[config.mk]
export PLATFORM = sky130hd
export DESIGN_NAME = reg8_bank_16bit
export DESIGN_NICKNAME = d
export VERILOG_FILES = /design/src/rtl/reg8_bank_16bit.sv
export SDC_FILE = /design/constraint.sdc
export NUM_CORES = 1
export LEC_CHECK = 0
export CAP_MARGIN = 0
export CORE_MARGIN = 2
export CORE_UTILIZATION = 40
export CTS_CLUSTER_DIAMETER = 40
export DETAILED_ROUTE_END_ITERATION = 6
export GPL_TIMING_DRIVEN = 0
export HOLD_SLACK_MARGIN = 0.15
export PLACE_DENSITY_LB_ADDON = 0.2
export SLEW_MARGIN = 0
export SYNTH_ARGS = -nofsm -noshare
export SYNTH_HDL_FRONTEND = slang
export SYNTH_SLANG_ARGS = --single-unit
[constraint.sdc]
create_clock -name clk -period 7.1 [get_ports clk]
set_clock_uncertainty 0.1 [all_clocks]
set_input_delay 2.13 -clock clk [delete_from_list [all_inputs] [get_ports clk]]
set_output_delay 2.13 -clock clk [all_outputs]
set_load 0.02 [all_outputs]
[src/rtl/reg8_bank_16bit.sv]
// rtl/reg8_bank_16bit.sv - eight-entry register bank with addressed write port and sequenced clear
module reg8_bank_16bit #(
    parameter int WIDTH = 16
) (
    input  logic             clk,
    input  logic             reset,
    input  logic             load,
    input  logic [2:0]       address,
    input  logic [WIDTH-1:0] in,
    input  logic             clr_req,
    output logic             busy,
    output logic             drop,
    output logic [7:0]       valid_mask,
    output logic [WIDTH-1:0] r0,
    output logic [WIDTH-1:0] r1,
    output logic [WIDTH-1:0] r2,
    output logic [WIDTH-1:0] r3,
    output logic [WIDTH-1:0] r4,
    output logic [WIDTH-1:0] r5,
    output logic [WIDTH-1:0] r6,
    output logic [WIDTH-1:0] r7
);

    localparam logic [0:0] IDLE  = 1'b0;
    localparam logic [0:0] CLEAR = 1'b1;

    logic [0:0]       state;
    logic [2:0]       ptr;
    logic [WIDTH-1:0] regs [8];

    always_ff @(posedge clk or posedge reset) begin
        if (reset) begin
            for (int k = 0; k < 8; k++) begin
                regs[k] <= '0;
            end
            valid_mask <= 8'h00;
            busy       <= 1'b0;
            drop       <= 1'b0;
            ptr        <= 3'd0;
            state      <= IDLE;
        end else begin
            case (state)
                IDLE: begin
                    drop <= 1'b0;
                    // A simultaneous write still lands; the sweep zeroes it later.
                    if (load) begin
                        regs[address]       <= in;
                        valid_mask[address] <= 1'b1;
                    end
                    if (clr_req) begin
                        state <= CLEAR;
                        ptr   <= 3'd0;
                        busy  <= 1'b1;
                    end
                end
                CLEAR: begin
                    regs[ptr]       <= '0;
                    valid_mask[ptr] <= 1'b0;
                    ptr             <= ptr + 3'd1;
                    drop            <= load;
                    if (ptr == 3'd7) begin
                        state <= IDLE;
                        busy  <= 1'b0;
                    end
                end
                default: begin
                    state <= IDLE;
                    busy  <= 1'b0;
                    drop  <= 1'b0;
                end
            endcase
        end
    end

    assign r0 = regs[0];
    assign r1 = regs[1];
    assign r2 = regs[2];
    assign r3 = regs[3];
    assign r4 = regs[4];
    assign r5 = regs[5];
    assign r6 = regs[6];
    assign r7 = regs[7];

endmodule

==> flow_summary.toml <==
[power_and_ir_drop]
switching_share_pct = 35.60
p_leak_nw = 4.132
p_per_area_nw_per_um2 = 438.8
total_power_mw = 3.692
cellInternalPower_mw = 2.377
p_switching_mw = 1.314
seqPwrFrac_pct = 34.5
ir_worst_vdd_uv = 187.9
clkPwrFrac_pct = 24.3
comb_power_share_pct = 41.2

[sta]
fin_crit_ns = 3.655
rsz0062_at_grt = "no"
setup_viol = 0
max_slew.worst_pin.slew_ns = 0.6257
fmax_mhz = 273.6
max-slew-margin-rel_pct = 58.29
layout_setup_ws_ns = 3.445
hold_viol = 0
drv_slew = 0
fin_crit_sh_pct = 51.48

[logic_synthesis]
synth_area_leaders = "dfrtp_1 (60%), mux2i_1 (22%), nand2_1 (8.8%), buf_6 (1.5%), inv_1 (1.1%)"
yosysMostFrequentCell = "dfrtp_1"
ys_ff_latch = 142
synth-xor-area-share_pct = 0
synthSimpleGateAreaFrac_pct = 12.48
synth_top_family_by_area = "multiplexers"
synthArstFlopShare_pct = 100.0
synthCells = 495
synth-edff-count = 0
synth-main-ff-cell = "dfrtp_1"
synth_top_area_cell = "dfrtp_1"
synth_area_um2 = 5957
ys_warn_count = 0
syn-mean-instance-area_um2 = 12.03
synth_cell_types = 27
netlist_top_cells_count = "dfrtp_1 (142), nand2_1 (139), mux2i_1 (129), inv_1 (18), buf_2 (11)"
synth_nets = 521
synth_top_area_share_pct = 59.65
synth_compound_area_share_pct = 0.8612
seq_area_frac_synth_pct = 59.65
synthMuxAreaShare_pct = 21.68
synthAdderAreaFrac_pct = 0.6301

[final_layout]
instances_no_fill = 871
nets = 701
drive_gt1_share_pct = 8.588
final_area_um2 = 8414
n_fill_cell = 1297
area.growth.synth_to_final_pct = 41.25
n_antenna_cell = 0

[setup_path]
path_buf_inv = 1
cpLargestDelayFamily = "buffers and inverters"
r2r_cells = 6
cp_slowest_cell = "clkdlybuf4s50_1"
cp.required_ns = 4.87
cp_max_fo = 3
path_depth = 1
r2r_slack_ns = 5.24
crit_path_start_kind = "flip-flop"
cp-endpoint = "busy"
cp.arrival_ns = 1.42
worstSetupEndpointType = "primary output"
crit_start = "busy"
path_cells = "clkdlybuf4s50_1"
cpPeakStageDelay_ns = 0.63
worstReg2RegStart = "state"
rr_endpoint = "r5[1]"
crit_type = "reg2out"

[place]
dp_slack_ns = 3.062
place_inst = 840
place_area_um2 = 7821
place_congestion = 0.7819
dp_hpwl_mm = 10.94
port-buffer-count = 160

[worst_hold_path]
hold_class = "reg2reg"

[die]
die-area_um2 = 15880
num_rows = 44
pin_count = 161
initial_core_util_pct = 40.99
core_um2 = 14530
chipWidth_um = 126.0
die_h_um = 126.0

[clocking]
cts_inserted_buffers = 17
cts_root_buffer = "clkbuf_16"
clk_pin_slew_ns = 0.06
postCtsSetupBuffers = 0
cts_tree = "built"
htreeDepth = 4
worstSkewPairLatency_ns = 0.41
cts_sinks = 142
ctsResizeCount = 0
clk_path_buf_depth = 2
cts_hold_buf = 0

[global_routing]
grt_first_pass_wirelength_mm = 24.57
track_usage_pct = 20.32
antenna_found_initial = 0
grt_pass1_vias = 4507
grt_max_degree = 77
grt-ovfl-total = 0

[job]
drv_cap = 0

[drt]
via_per_inst = 4.861
drtIter0Drc = 180
antenna_left = 0
drcViolationCount = 0
routed_wl_mm = 15.49
dr.pass1.iters = 4
wl_per_cell_um = 17.79
via_count = 4234

[outcome]
status = "finished clean"
==> area by class of cell <==
cell class | count | area [µm²] | area share [%]
clock buffers | 25 | 485.5 | 5.770
repair buffers | 161 | 1629 | 19.36
clock inverters | 6 | 107.6 | 1.279
multi-input cells | 304 | 2123 | 25.23
inverters | 18 | 72.57 | 0.8625
well taps | 184 | 230.2 | 2.736
flip-flops and latches | 142 | 3553 | 42.23
plain buffers | 31 | 212.7 | 2.528
==> metrics by stage <==
| step | utilization, % | TNS [ns] | hold slack, ns |
|---|---|---|---|
| floorplan | - | 0 | 0.4581 |
| global placement | 53.59 | -99.67 | 0.3586 |
| detailed placement | 53.81 | 0 | 0.3646 |
| CTS | 57.89 | 0 | 0.3788 |
| global route | 57.89 | 0 | 0.4021 |
| finish | 57.89 | 0 | 0.3722 |
==> power by group through the flow <==
stage / combinational, mW / sequential (mW) / clock, mW
floorplan: 0.436 / 1.62 / 0
global placement: 1.50 / 1.27 / 0
detailed placement: 1.53 / 1.29 / 0
CTS: 1.54 / 1.28 / 0.914
global route: 1.64 / 1.31 / 0.948
finish: 1.52 / 1.27 / 0.898
==> cells by family after synthesis <==
logic type / after synthesis
DFF: 142
AOI/OAI and AO/OA: 8
buffers and inverters: 49
muxes: 129
and+or+nand+nor: 164
adders and majority gates: 3
==> registers in the layout (all words and copies together) (netlist names), 16 cells and up <==
| signal | cells |
|---|---|
| r1 | 16 |
| r0 | 16 |
| r6 | 16 |
| r7 | 16 |
| r5 | 16 |
| r4 | 16 |
| r3 | 16 |
| r2 | 16 |
==> worst min path at each step <==
| stage | startpoint | end | slack [ns] | depth (start not counted) |
|---|---|---|---|---|
| 3_5_place_dp | valid_mask[0] | valid_mask[0] | 0.36 | 2 |
| 2_1_floorplan | ptr[1] | ptr[1] | 0.46 | 3 |
| 4_1_cts | valid_mask[0] | valid_mask[0] | 0.38 | 2 |
| 5_1_grt | valid_mask[7] | valid_mask[7] | 0.40 | 1 |
| 3_3_place_gp | valid_mask[0] | valid_mask[0] | 0.36 | 2 |
| 6_report | valid_mask[0] | valid_mask[0] | 0.37 | 2 |
==> placed cells by master (no fill, tap or decap), drive strengths merged <==
master / netlist / routed
nor3b: 3 / 3
clkinv: 0 / 2
nand4: 1 / 1
nor2: 4 / 4
nand4bb: 3 / 3
nand4b: 3 / 3
nand2b: 4 / 4
clkinvlp: 0 / 1
nand3b: 3 / 3
inv: 18 / 18
a21o: 4 / 4
o21ai: 2 / 2
nor2b: 1 / 1
ha: 3 / 3
nand2: 140 / 140
o22ai: 1 / 1
dfrtp: 142 / 142
mux2i: 129 / 129
a21oi: 1 / 1
or4b: 1 / 1
buf: 25 / 26
bufinv: 0 / 3
clkdlybuf4s50: 0 / 160
clkbuf: 6 / 31
and2: 1 / 1
==> metal layers <==
layer | global-route usage [%] | up-vias | share of wire [%] | wire length, µm
met1 | 25.94 | 2120 | 44 | 6837
met5 | 0 | - | 0 | 0
li1 | - | 1987 | - | -
met4 | 7.175 | 0 | 1.7 | 259
met2 | 32.80 | 104 | 49 | 7517
met3 | 6.457 | 23 | 5.7 | 878
Power figures use the tool's default switching activity.
==> RTL change (same settings) <==
The parameter `WIDTH` goes from 16 to 32.
--- a/src/rtl/reg8_bank_16bit.sv
+++ b/src/rtl/reg8_bank_16bit.sv
@@ -2,3 +2,3 @@
 module reg8_bank_16bit #(
-    parameter int WIDTH = 16
+    parameter int WIDTH = 32
 ) (
Interface: changed (9 resized); port bits go from 161 to 305. No check against the original RTL was run, so the function may have changed too.
==> RTL change against the unedited design <==
Wire length up 110%. Final area up 93%. Register-to-register slack worse by 0.16 ns. Total power up 100%. Highest routed layer unchanged. Sequential cell count up 128. Setup slack worse by 0.11 ns. Synthesized area up 88%. Largest cell class unchanged. Count of clock-buffer cells in the layout up 19. Non-clock buffer count up 182.
==> RTL change: results (changes against the unedited design) <==
status complete, no violations; sequential cell area fraction in the yosys report 60.3% (+0.66 points); Slew @ Worst Pin 0.818 ns (+0.192 ns); routability-driven placement congestion ratio 0.798 (+2.1%); top cells by count, synth dfrtp_1, nand2_1, mux2i_1; metal2 WL 15300 um (+100%); pin count of the biggest net entering global routing 42 (-45%); FF-to-FF Start ptr[2]$_DFFE_PP0P_; top cells by area, synth dfrtp_1, mux2i_1, nand2_1; DR vias/cell 4.86 (about the same); IO Port Bufs 304 (+90%); die area 29400 um^2 (+85%); vias after detailed routing 8205 (+94%); estimated wirelength of the detail-placed design 23500 um (+110%); Max Buffers Root-to-Sink 3 (+1); clk sink count 270 (+90%); Post-DP Area 14900 um^2 (+90%); Metal-1 WL 14800 um (+120%); Reg-to-Reg End r3[22]$_DFFE_PP0P_; Clock-cell share 8.72% (+1.7 points); Clock Buffer Count 44 (+76%); Worst R2R Setup Slack 5.08 ns (-0.16 ns); met3 Usage GRT 6.44% (-0.014 points); Worst path max stage delay 0.68 ns (+0.05 ns); Signal buffers 374 (+95%); inverter count 34 (+16); Sequential Area 6760 um^2 (+90%); first-pass GRT wire length 50800 um (+110%); Placement Setup Slack 3.01 ns (-0.0505 ns); minimum clock period 3.76 ns (+0.110 ns); DRT iter0 DRCs 473 (+160%); Synth Net Count 969 (+86%); cell count of the worst reg-to-reg path 5 (-1); multi-input gates 560 (+84%); Max rail drop VDD 231 uV (+23%); Tot GR Track Use 22.8% (+2.4 points); count of different cell masters after synthesis 26 (-3.7%); layout cells sized above 1 9.55% (+0.96 points); Clock Latency Late Sink 0.50 ns (+0.09 ns); htree depth 2 (-2); area of the multi-input gates 3870 um^2 (+82%); nets 1321 (+88%); total CTS buffers 39 (+22); vias in the first global route 8555 (+90%); # fillers 2316 (+79%); switch share 36.3% (+0.71 points); GR met1 Demand/Resource 30.8% (+4.8 points); drt total wl 33200 um (+110%); Syn Area/Cell 12.1 um^2 (+0.41%); placed instance count 1616 (+92%); Static Leak 7.97 nW (+93%); CP Max Fanout 2 (-1); WL met3 2340 um (+170%); NonClk Buf Share 22.3% (+0.40 points)
[RTL change: through the flow]
stage,hold WS (ns),utilization (%)
after floorplan,0.458,-
after global placement,0.363,53.1
after detailed placement,0.364,53.6
after CTS,0.378,58.8
after global routing,0.392,58.8
final,0.374,58.8
[RTL change: power by group through the flow]
stage / Sequential (mW) / Combinational, mW / Clock [mW]
after floorplan: 3.07 / 0.770 / 0
after global routing: 2.48 / 3.14 / 2.19
after detailed placement: 2.42 / 2.95 / 0
after CTS: 2.41 / 2.96 / 2.11
final: 2.41 / 2.93 / 2.08
after global placement: 2.41 / 2.90 / 0
[RTL change: worst register-to-register path, stage by stage, from the launching register on]
cell      delay, ns
dfrtp_1        0.41
buf_6          0.15
nand4b_1       0.57
clkbuf_1       0.43
nand2_1        0.15
mux2i_1        0.07
[RTL change: cells by family after synthesis]
| family | synth area share (%) |
|---|---|
| simple gates | 10.8 |
| compound gates | 0.458 |
| flops | 60.3 |
| buf+inv | 5.12 |
| fa+ha+maj | 0.335 |
| mux | 23.0 |
